[config.mk]
export PLATFORM = sky130hd
export DESIGN_NAME = uart_rx_fifo
export DESIGN_NICKNAME = d
export VERILOG_FILES = /design/src/rtl/uart_rx_fifo.sv
export SDC_FILE = /design/constraint.sdc
export NUM_CORES = 1
export LEC_CHECK = 0
export CAP_MARGIN = 20
export CORE_MARGIN = 2
export CORE_UTILIZATION = 50
export DETAILED_ROUTE_END_ITERATION = 12
export PLACE_DENSITY = 0.68
export SYNTH_ARGS = -nofsm -noshare
export SYNTH_HDL_FRONTEND = slang
export SYNTH_SLANG_ARGS = --single-unit
export TNS_END_PERCENT = 1
[constraint.sdc]
create_clock -name clk -period 3.9 [get_ports clk]
set_input_delay 0.78 -clock clk [delete_from_list [all_inputs] [get_ports clk]]
set_output_delay 0.78 -clock clk [all_outputs]
set_load 0.02 [all_outputs]
[src/rtl/uart_rx_fifo.sv]
// Receive-side FWFT byte FIFO behind the UART receiver, with rx_ready/rdy_clr handshake,
// sticky overrun flag and optional almost-full watermark (macro UART_RX_FIFO_WATERMARK_EN).
module uart_rx_fifo #(
    parameter int unsigned DEPTH    = 16,
    parameter int unsigned AF_LEVEL = 12
) (
    input  logic                     clk,
    input  logic                     reset,
    input  logic                     rx_ready,
    input  logic [7:0]               rx_data,
    output logic                     rdy_clr,
    input  logic                     rd_en,
    output logic [7:0]               rd_data,
    output logic                     empty,
    output logic                     full,
    output logic [$clog2(DEPTH):0]   count,
    output logic                     overrun,
    input  logic                     ovr_clr,
    output logic                     almost_full
);

    localparam int unsigned PtrW = $clog2(DEPTH);
    localparam int unsigned CntW = PtrW + 1;

    if (DEPTH < 2 || (DEPTH & (DEPTH - 1)) != 0 || AF_LEVEL > DEPTH) begin : g_param_check
        $error("uart_rx_fifo: DEPTH must be a power of two >= 2 and AF_LEVEL <= DEPTH");
    end

    typedef enum logic [0:0] {
        StIdle,
        StAck
    } state_e;

    state_e            state_q, state_d;
    logic [PtrW-1:0]   wr_ptr_q, wr_ptr_d;
    logic [PtrW-1:0]   rd_ptr_q, rd_ptr_d;
    logic [CntW-1:0]   count_q, count_d;
    logic              overrun_q, overrun_d;
    logic [7:0]        mem [DEPTH];

    logic wr_try;
    logic wr_accept;
    logic wr_drop;
    logic do_read;

    // Capture FSM: exactly one write attempt per rx_ready assertion.
    always_comb begin
        state_d = state_q;
        wr_try  = 1'b0;
        unique case (state_q)
            StIdle: begin
                if (rx_ready) begin
                    wr_try  = 1'b1;
                    state_d = StAck;
                end
            end
            StAck: begin
                if (!rx_ready) begin
                    state_d = StIdle;
                end
            end
            default: state_d = StIdle;
        endcase
    end

    assign empty   = (count_q == '0);
    assign full    = (count_q == CntW'(DEPTH));
    assign count   = count_q;
    assign overrun = overrun_q;
    assign rdy_clr = (state_q == StAck);

    // A full FIFO still takes the byte when the host frees a slot in the same cycle.
    assign do_read   = rd_en && !empty;
    assign wr_accept = wr_try && (!full || do_read);
    assign wr_drop   = wr_try && !wr_accept;

    always_comb begin
        wr_ptr_d  = wr_ptr_q;
        rd_ptr_d  = rd_ptr_q;
        count_d   = count_q;
        overrun_d = overrun_q;
        if (wr_accept) begin
            wr_ptr_d = wr_ptr_q + PtrW'(1);
        end
        if (do_read) begin
            rd_ptr_d = rd_ptr_q + PtrW'(1);
        end
        unique case ({wr_accept, do_read})
            2'b10:   count_d = count_q + CntW'(1);
            2'b01:   count_d = count_q - CntW'(1);
            default: count_d = count_q;
        endcase
        if (wr_drop) begin
            overrun_d = 1'b1;
        end else if (ovr_clr) begin
            overrun_d = 1'b0;
        end
    end

    always_ff @(posedge clk) begin
        if (!reset) begin
            state_q   <= StIdle;
            wr_ptr_q  <= '0;
            rd_ptr_q  <= '0;
            count_q   <= '0;
            overrun_q <= 1'b0;
        end else begin
            state_q   <= state_d;
            wr_ptr_q  <= wr_ptr_d;
            rd_ptr_q  <= rd_ptr_d;
            count_q   <= count_d;
            overrun_q <= overrun_d;
        end
    end

    // Storage is deliberately not reset.
    always_ff @(posedge clk) begin
        if (reset && wr_accept) begin
            mem[wr_ptr_q] <= rx_data;
        end
    end

    // Gating with empty keeps rd_data at 0 after reset without clearing the array.
    assign rd_data = empty ? 8'h00 : mem[rd_ptr_q];

`ifdef UART_RX_FIFO_WATERMARK_EN
    assign almost_full = (count_q >= CntW'(AF_LEVEL));
`else
    assign almost_full = 1'b0;
`endif

endmodule

# Word-level counts from Yosys, hierarchy flattened
# Memory sizes are Yosys's and may differ from the RTL's. A register that Yosys moved wholly into a read port is not among the register bits.
# Cells that the tools add are included.
dict set report op_classes {
  addsub 4
  eq_ne 3
  muxes 10
  n_reduce_logical 11
}
# operator count
set op_table {}
lappend op_table {{5-bit one-hot mux with 2 select lines} 1}
lappend op_table {{4-bit by 1-bit adder with 4-bit output (second input constant)} 2}
lappend op_table {{4-bit two-way mux} 2}
lappend op_table {{8-bit two-way mux} 1}
lappend op_table {{1-bit two-way mux} 6}
lappend op_table {{5-bit by 1-bit adder with 5-bit output (second input constant)} 1}
lappend op_table {{5-bit equality test (second input constant)} 1}
lappend op_table {{5-bit logical NOT} 1}
lappend op_table {{5-bit by 1-bit subtractor with 5-bit output (second input constant)} 1}
lappend op_table {{1-bit logical AND} 4}
lappend op_table {{2-bit nonzero test} 2}
lappend op_table {{1-bit logical NOT} 3}
lappend op_table {{2-bit by 1-bit equality test with 1-bit output (second input constant)} 1}
lappend op_table {{2-bit equality test (second input constant)} 1}
lappend op_table {{1-bit logical OR} 1}
dict set report totals {
  reg_bits 15
  mem_bits_rw 128
  input_bits 13
  word_cells 34
  mem_count 1
}
# name words word_bits read_ports rd_ports_with_merged_regs write_ports line_no
set mem_list {}
lappend mem_list {mem 16 8 1 1 1 39} ;# logic [7:0] mem [DEPTH];

# Depth between registers and ports, before layout
# Gate-level depths: netlist (run 1).
dict set report depth {
  depth_word 8
  ltp_mapped 10
  depth_no_buf 10
}

# Least setup slack after synthesis (run 1)
# OpenSTA, ideal clock, no wires.
dict set report synth_path {
  path_kind {in2reg}
  from {input rx_ready}
  to {register count_q[4] (netlist: count[4])}
  setup_ns 0.115
  t_arrival_ns 2.586
  t_required_ns 3.785
  setup_slack_ns 1.199
  cell_stages 9
  cell_sequence {nand2b_1 > clkbuf_1 > nand3_1 > fa_1 > nand2b_1 > o2bb2ai_1 > or3_1 > a32o_1 > o21a_1}
}
dict set report synth_between {
  elab_chain_len 5
}
# item line_no
set synth_lines {}
lappend synth_lines {{from (decl)} 9} ;# input logic rx_ready,
lappend synth_lines {{1-bit two-way mux *} 52} ;# if (rx_ready) begin
lappend synth_lines {{1-bit two-way mux *} 50} ;# unique case (state_q)
lappend synth_lines {{1-bit logical AND *} 74} ;# assign wr_accept = wr_try && (!full || do_read);
lappend synth_lines {{2-bit by 1-bit equality test with 1-bit output / 2-bit equality test (equally long branches)} 88} ;# unique case ({wr_accept, do_read})
lappend synth_lines {{5-bit one-hot mux with 2 select lines / 2-bit nonzero test (equally long branches)} --}
lappend synth_lines {{to (signal assigned)} 111} ;# count_q <= count_d;
lappend synth_lines {{to (decl)} 37} ;# logic [CntW-1:0] count_q, count_d;
# Mark *: on every way between the ends. The rest lies on a longest branch, timed or not.
# A chain may end at the register's enable or synchronous reset.

==> run metrics, run 1 <==
wirelength, routed ~11000 um; Hold Path Origin rd_ptr_q[1]; YS warnings 0; GRT overflow 0; Core ar. about 12000 um2; met2 WL post-DR approximately 5500 um; synth unique cells 38; synthesized area per cell between 15 and 20 um2; CTS buffer count 17; Power Density between 600 and 700 nW/um2; remaining antenna violation count 0; fin crit share 0.940; GPL Wtd Cong slightly below 0.8; R2R Setup Slk roughly 1.1 ns; clk buf depth 2; antenna fix cells 0; CTS tree built; worst reg2reg path endpoint count[4]; Critical Path AT ~2.9 ns; cts hold-fix bufs 0; Final WS setup 0.235 ns; layout cell share with drive strength beyond 1 0.230; worst skew pair latency between 0.4 and 0.5 ns; DPL Wire Length just over 7000 um; Root Driver clkbuf_16; cells along the critical path buf_4 > mux4_2 > a211oi_1 > a211oi_1 > clkdlybuf4s50_1; Rows 39; largest fanout on the critical path 17; Post-synth EDFFs around 130; Static Leak roughly 0.0023 uW; Resized cells post-CTS 0; max-cap violations 0; Worst Hold Depth 2; P&R area growth vs syn 19.4%; post-synth top area share 0.643; WP buf/inv 2; Post-Syn Nets 354; overall power between 4000 and 5000 uW; Detailed Routing Iterations Pass 1 4; DRC 0; uppermost routed layer met4; CP Class reg2out; FILL cells 844; RSZ-0062 raised after global routing no; met3 routed WL 404 um; input/output buffers 29; die height around 110 um; Total Nets Final 406; Final setup viols 0; cell repeated most along the worst path a211oi_1; largest net degree at the start of global routing 33; Final Max Tran Viols 0; total die area between 10000 and 15000 um2; Post-CTS Setup Bufs 0; Avg WL per Cell around 20 um; total track usage 0.188; Seq/Total Area, Yosys 0.707; H-tree levels 4; Yosys reg bits between 100 and 150; final hold vios 0; # IOs 31; fmax 0.273 GHz; Slowest Stage Delay on Critical Path 0.68 ns; Clock Skew approximately 0.0050 ns; Via density ~5.7; DP Worst Slack slightly below 0.6 ns; area leader, netlist edfxtp_1; Cells after Synth 332; CP max-delay cell dfxtp_2; worst slew pin tran roughly 0.66 ns; normalized max-slew margin 0.561; Die Width ~110 um; worst r2r src count[0]; M1 WL about 4800 um; first-pass GRT wire length approximately 17000 um; DRT iter0 DRCs a little over 200; Vias about 3100; initial antenna violation count 0; vias in the first global route 3213; Setup crit end kind output pin; Async S/R FF share, synth 0; top post-synthesis cells by area edfxtp_1, mux4_2, dfxtp_1, a211oi_1, ha_1; CP startpoint kind register; crit-path leading delay family buffers and inverters; fin crit period ~3.7 ns; Worst R2R Path Depth 10; # clock sinks 147; status finished clean; Worst-path clk slew around 0.05 ns; Worst VDD drop approximately 0.45 mV; Top FF cell, synth edfxtp_1; Sum Neg Setup Slack 0 ns; starting density of the core 0.517; post-synth design cell area roughly 6000 um2; Hold Crit Class reg2reg; Worst EP required roughly 3.1 ns
[state kept, by name (all words and copies together) (netlist names), named ones only]
signal,flops
mem,128
count,5
rd_ptr_q,4
wr_ptr_q,4
overrun,1
rdy_clr,1
[synth_stat cells, drive strengths merged (8+ instances only)]
master / instances
edfxtp: 128
mux4: 32
dfxtp: 19
nor2: 18
a211oi: 16
buf: 12
and2: 10
mux2i: 10
nand3: 10
inv: 9
nor2b: 9
ha: 8
nand2: 8
[through the flow]
stage / cell area (um2) / hold slack [ns] / util / cells
after global placement: 6540 / 0.502 / 0.565 / 508
after global routing: 7140 / 0.573 / 0.617 / 539
final: 7140 / 0.528 / 0.617 / 539
after floorplan: 5980 / 0.480 / - / 332
after detailed placement: 6540 / 0.523 / 0.565 / 508
after CTS: 7140 / 0.532 / 0.617 / 539
[power breakdown]
part | switching (uW) | internal, uW
registers | 65.5 | 1750
logic | 493 | 469
clock network | 580 | 1060
total | 1140 | 3280
[worst register-to-register path, cell delays in order (launching register included)]
cell,delay (ns)
dfxtp_1,0.38
nor4_4,0.50
nand2b_2,0.18
nand3_1,0.16
inv_1,0.10
ha_1,0.32
nand2b_1,0.08
o2bb2ai_1,0.18
or3_1,0.35
a32o_1,0.26
o21a_1,0.16
[cell usage in the layout, fill, tap and decap left out, types with 4 or more instances in the layout]
master           count
a211oi_1            16
nand2_1              8
mux4_2              32
xnor2_1              7
clkinv_2             4
buf_4               21
nand3_1             10
bufinv_16            4
nor2b_1              9
inv_1                8
clkdlybuf4s50_1     29
ha_1                 8
clkbuf_16           17
nand2b_1             4
edfxtp_1           128
nor2_1              18
mux2i_1             10
dfxtp_1             18
and2_1               9
[final cells by class]
| class | count | area, um2 | share of cell area |
|---|---|---|---|
| sequential | 147 | 4230 | 0.592 |
| multi-input combinational | 158 | 1630 | 0.228 |
| timing repair buffer | 51 | 468 | 0.0656 |
| clock buffer | 19 | 433 | 0.0607 |
| tap | 143 | 179 | 0.0251 |
| clock inverter | 12 | 164 | 0.0230 |
| inverter | 9 | 36.3 | 0.00509 |
[per-layer routing]
layer / track usage / vias to the layer above
li1: - / 1418
met1: 0.235 / 1563
met2: 0.311 / 61
met3: 0.0530 / 20
met4: 0.0813 / 0
met5: 0 / -
[how the worst max path moves through the flow]
stage	cells after the start	slack [ns]	start	endpoint
global placement	5	0.60	register	rd_data[1]
global route	5	0.03	register	rd_data[1]
floorplan	9	1.20	rx_ready	count[4]
CTS	5	0.13	register	rd_data[1]
finish	5	0.23	register	rd_data[1]
detailed placement	5	0.59	register	rd_data[1]
[kinds of logic (layout without fill, tap and decap cells)]
family,Yosys count,after routing,share of synthesized area
AOI/OAI and AO/OA,31,31,0.0421
xor gates and xnor gates,7,7,0.0103
adders and majority gates,9,9,0.0201
buffers and inverters,27,91,0.0203
DFF,147,147,0.707
muxes,42,42,0.137
other,1,1,0.000628
and+or+nand+nor,68,68,0.0624
Power figures use the tool's default switching activity.
==> run 2, diff against run 1 <==
--- a/config.mk
+++ b/config.mk
@@ -6,10 +6,12 @@
 export NUM_CORES = 1
 export LEC_CHECK = 0
 export CAP_MARGIN = 20
+export CELL_PAD_IN_SITES_DETAIL_PLACEMENT = 1
+export CELL_PAD_IN_SITES_GLOBAL_PLACEMENT = 1
 export CORE_MARGIN = 2
 export CORE_UTILIZATION = 50
 export DETAILED_ROUTE_END_ITERATION = 12
-export PLACE_DENSITY = 0.68
+export PLACE_DENSITY_LB_ADDON = 0.1
 export SYNTH_ARGS = -nofsm -noshare
 export SYNTH_HDL_FRONTEND = slang
 export SYNTH_SLANG_ARGS = --single-unit
==> run 2 against run 1 <==
Net effect: final cell count is 0.19% higher; critical path depth is 1 higher; design area is 0.77% lower; first-iteration DRC count is 5.4% lower; flip-flop and latch count stayed put; total power is 2.6% lower; via count is 1.5% higher; non-clock buffer count stayed put; clock skew is 0.0071 ns higher; count of clock-buffer cells in the layout is 1 lower; hold slack worse by 0.010 ns; critical endpoint is now rd_data[2]; largest power group unchanged.
==> run metrics, run 2 (synthesis results as in run 1) <==
status finished clean; Worst-path clk slew 0.06 ns (about the same); max-cap violations 0 (unchanged); final hold vios 0 (unchanged); Total Nets Final 406 (unchanged); GRT overflow 0 (unchanged); worst slew pin tran 0.686 ns (+0.0279 ns); DP Worst Slack 0.653 ns (+0.0615 ns); max reg flops 128 (unchanged); CTS buffer count 17 (unchanged); clk buf depth 2 (unchanged); Core ar. 11600 um2 (unchanged); fin crit share 0.915 (-0.0252); cts hold-fix bufs 0 (unchanged); CTS tree built; CP max-delay cell clkdlybuf4s50_1; Final Max Tran Viols 0 (unchanged); power share of the clock group 0.346 (-0.024); Sw Ratio 0.280 (+0.0227); crit-path leading delay family buffers and inverters; Post-CTS Setup Bufs 0 (unchanged); Switch Pwr 1210 uW (+6.0%); die height 113 um (unchanged); Worst VDD drop 0.292 mV (-34%); Power Density 608 nW/um2 (-1.8%); RSZ-0062 raised after global routing no; largest fanout on the critical path 32 (+15); initial antenna violation count 0 (unchanged); Via density 5.76 (+1.3%); Vias 3109 (+1.5%); DRT iter0 DRCs 192 (-5.4%); Root Driver clkbuf_16; Logic pwr share 0.235 (+0.017); antenna fix cells 0 (unchanged); Cell Count, Final, Fillers Out 540 (+0.19%); CP Class reg2out; cell repeated most along the worst path a211oi_1; worst skew pair latency 0.41 ns (about the same); P&R area growth vs syn 18.5%; overall power 4300 uW (-2.6%); layout cell share with drive strength beyond 1 0.234 (+0.00446); total die area 12800 um2 (unchanged); fin crit period 3.57 ns (-0.0984 ns); # IOs 31 (unchanged); Top reg by flops mem; fmax 0.280 GHz (+2.8%); utilization after layout 0.612 (-0.00476); most frequent cells in the layout edfxtp_1, mux4_2, clkdlybuf4s50_1; CP startpoint kind register; Avg WL per Cell 22.7 um (+12%); wirelength, routed 12300 um (+12%); normalized max-slew margin 0.542 (-0.0186); Die Width 113 um (unchanged); DRC 0 (unchanged); Static Leak 0.00230 uW (-1.2%); first-pass GRT wire length 19700 um (+14%); Slowest Stage Delay on Critical Path 0.60 ns (-0.08 ns); # clock sinks 147 (unchanged); Sum Neg Setup Slack 0 ns (unchanged); M1 WL 5230 um (+8.6%); remaining antenna violation count 0 (unchanged); cells along the critical path buf_12 > mux4_2 > nor2b_1 > a211oi_1 > a211oi_1 > clkdlybuf4s50_1; starting density of the core 0.517 (unchanged); Rows 39 (unchanged); vias in the first global route 3441 (+7.1%); H-tree levels 4 (unchanged); Worst EP required 3.12 ns (about the same); Hold Crit Class reg2reg; WP buf/inv 2 (unchanged); total track usage 0.210 (+0.0218); commonest non-fill, non-tap cell in the layout edfxtp_1; Clock Skew 0.0120 ns (+0.00705 ns); met2 WL post-DR 6350 um (+16%); Resized cells post-CTS 0 (unchanged); Critical Path AT 2.79 ns (-0.10 ns); DPL Wire Length 7910 um (+10%); Final setup viols 0 (unchanged); Setup crit end kind output pin; GPL Wtd Cong 0.746 (-3.2%); Final WS setup 0.333 ns (+0.0984 ns); met3 routed WL 515 um (+27%); Detailed Routing Iterations Pass 1 4 (unchanged); input/output buffers 29 (unchanged); Cells after DPL 508 (unchanged); largest net degree at the start of global routing 33 (unchanged); uppermost routed layer met4; internal power 3100 uW (-5.6%); Seq pwr share 0.419 (+0.007)
run 2: cell types whose count changed in the layout (fill, tap and decap cells not counted):
cell | before | now
bufinv_16 | 4 | 1
clkbuf_1 | 2 | 1
clkinv_2 | 4 | 5
clkinv_4 | 1 | 2
clkinvlp_4 | 1 | 2
inv_6 | 0 | 2
run 2: tightest hold or removal path, delay by kind of cell, from the launching register on:
kind | cells | cell delay [ns]
flip-flops | 1 | 0.35
AND/OR/NAND/NOR | 1 | 0.06
AO/OA/AOI/OAI | 1 | 0.06
run 2: power groups by stage:
stage                     clock network, uW  logic (uW)  registers [uW]
after global placement                    0         997            1830
after global routing                   1570        1100            1810
final                                  1490        1010            1800
after floorplan                           0         636            1850
after CTS                              1510        1030            1800
after detailed placement                  0        1020            1840
run 2: layer usage:
metal  up-vias  global-route usage
met1      1605               0.270
met5         -                   0
met3        13              0.0391
met4         0              0.0821
li1       1407                   -
met2        84               0.358
run 2: area by class of cell:
type,count,area [um2]
inverter,9,36.3
clock inverter,14,113
sequential,147,4230
timing repair buffer,51,468
tap,143,179
multi-input combinational,158,1630
fill,1042,4480
clock buffer,18,429
run 2: stage by stage:
| step | area [um2] | hold WS (ns) |
|---|---|---|
| 6_report | 7080 | 0.518 |
| 5_1_grt | 7080 | 0.560 |
| 4_1_cts | 7080 | 0.529 |
| 3_5_place_dp | 6540 | 0.520 |
| 3_3_place_gp | 6540 | 0.507 |
| 2_1_floorplan | 5980 | 0.480 |
run 2: path summary, 6_finish.rpt:
check	start	to	slack, ns	cells after the start
setup / recovery	register	rd_data[2]	0.33	6
hold reg to reg	wr_ptr_q[1]	wr_ptr_q[1]	0.52	2
setup reg to reg	count[0]	count[4]	1.07	10
hold / removal	wr_ptr_q[1]	wr_ptr_q[1]	0.52	2
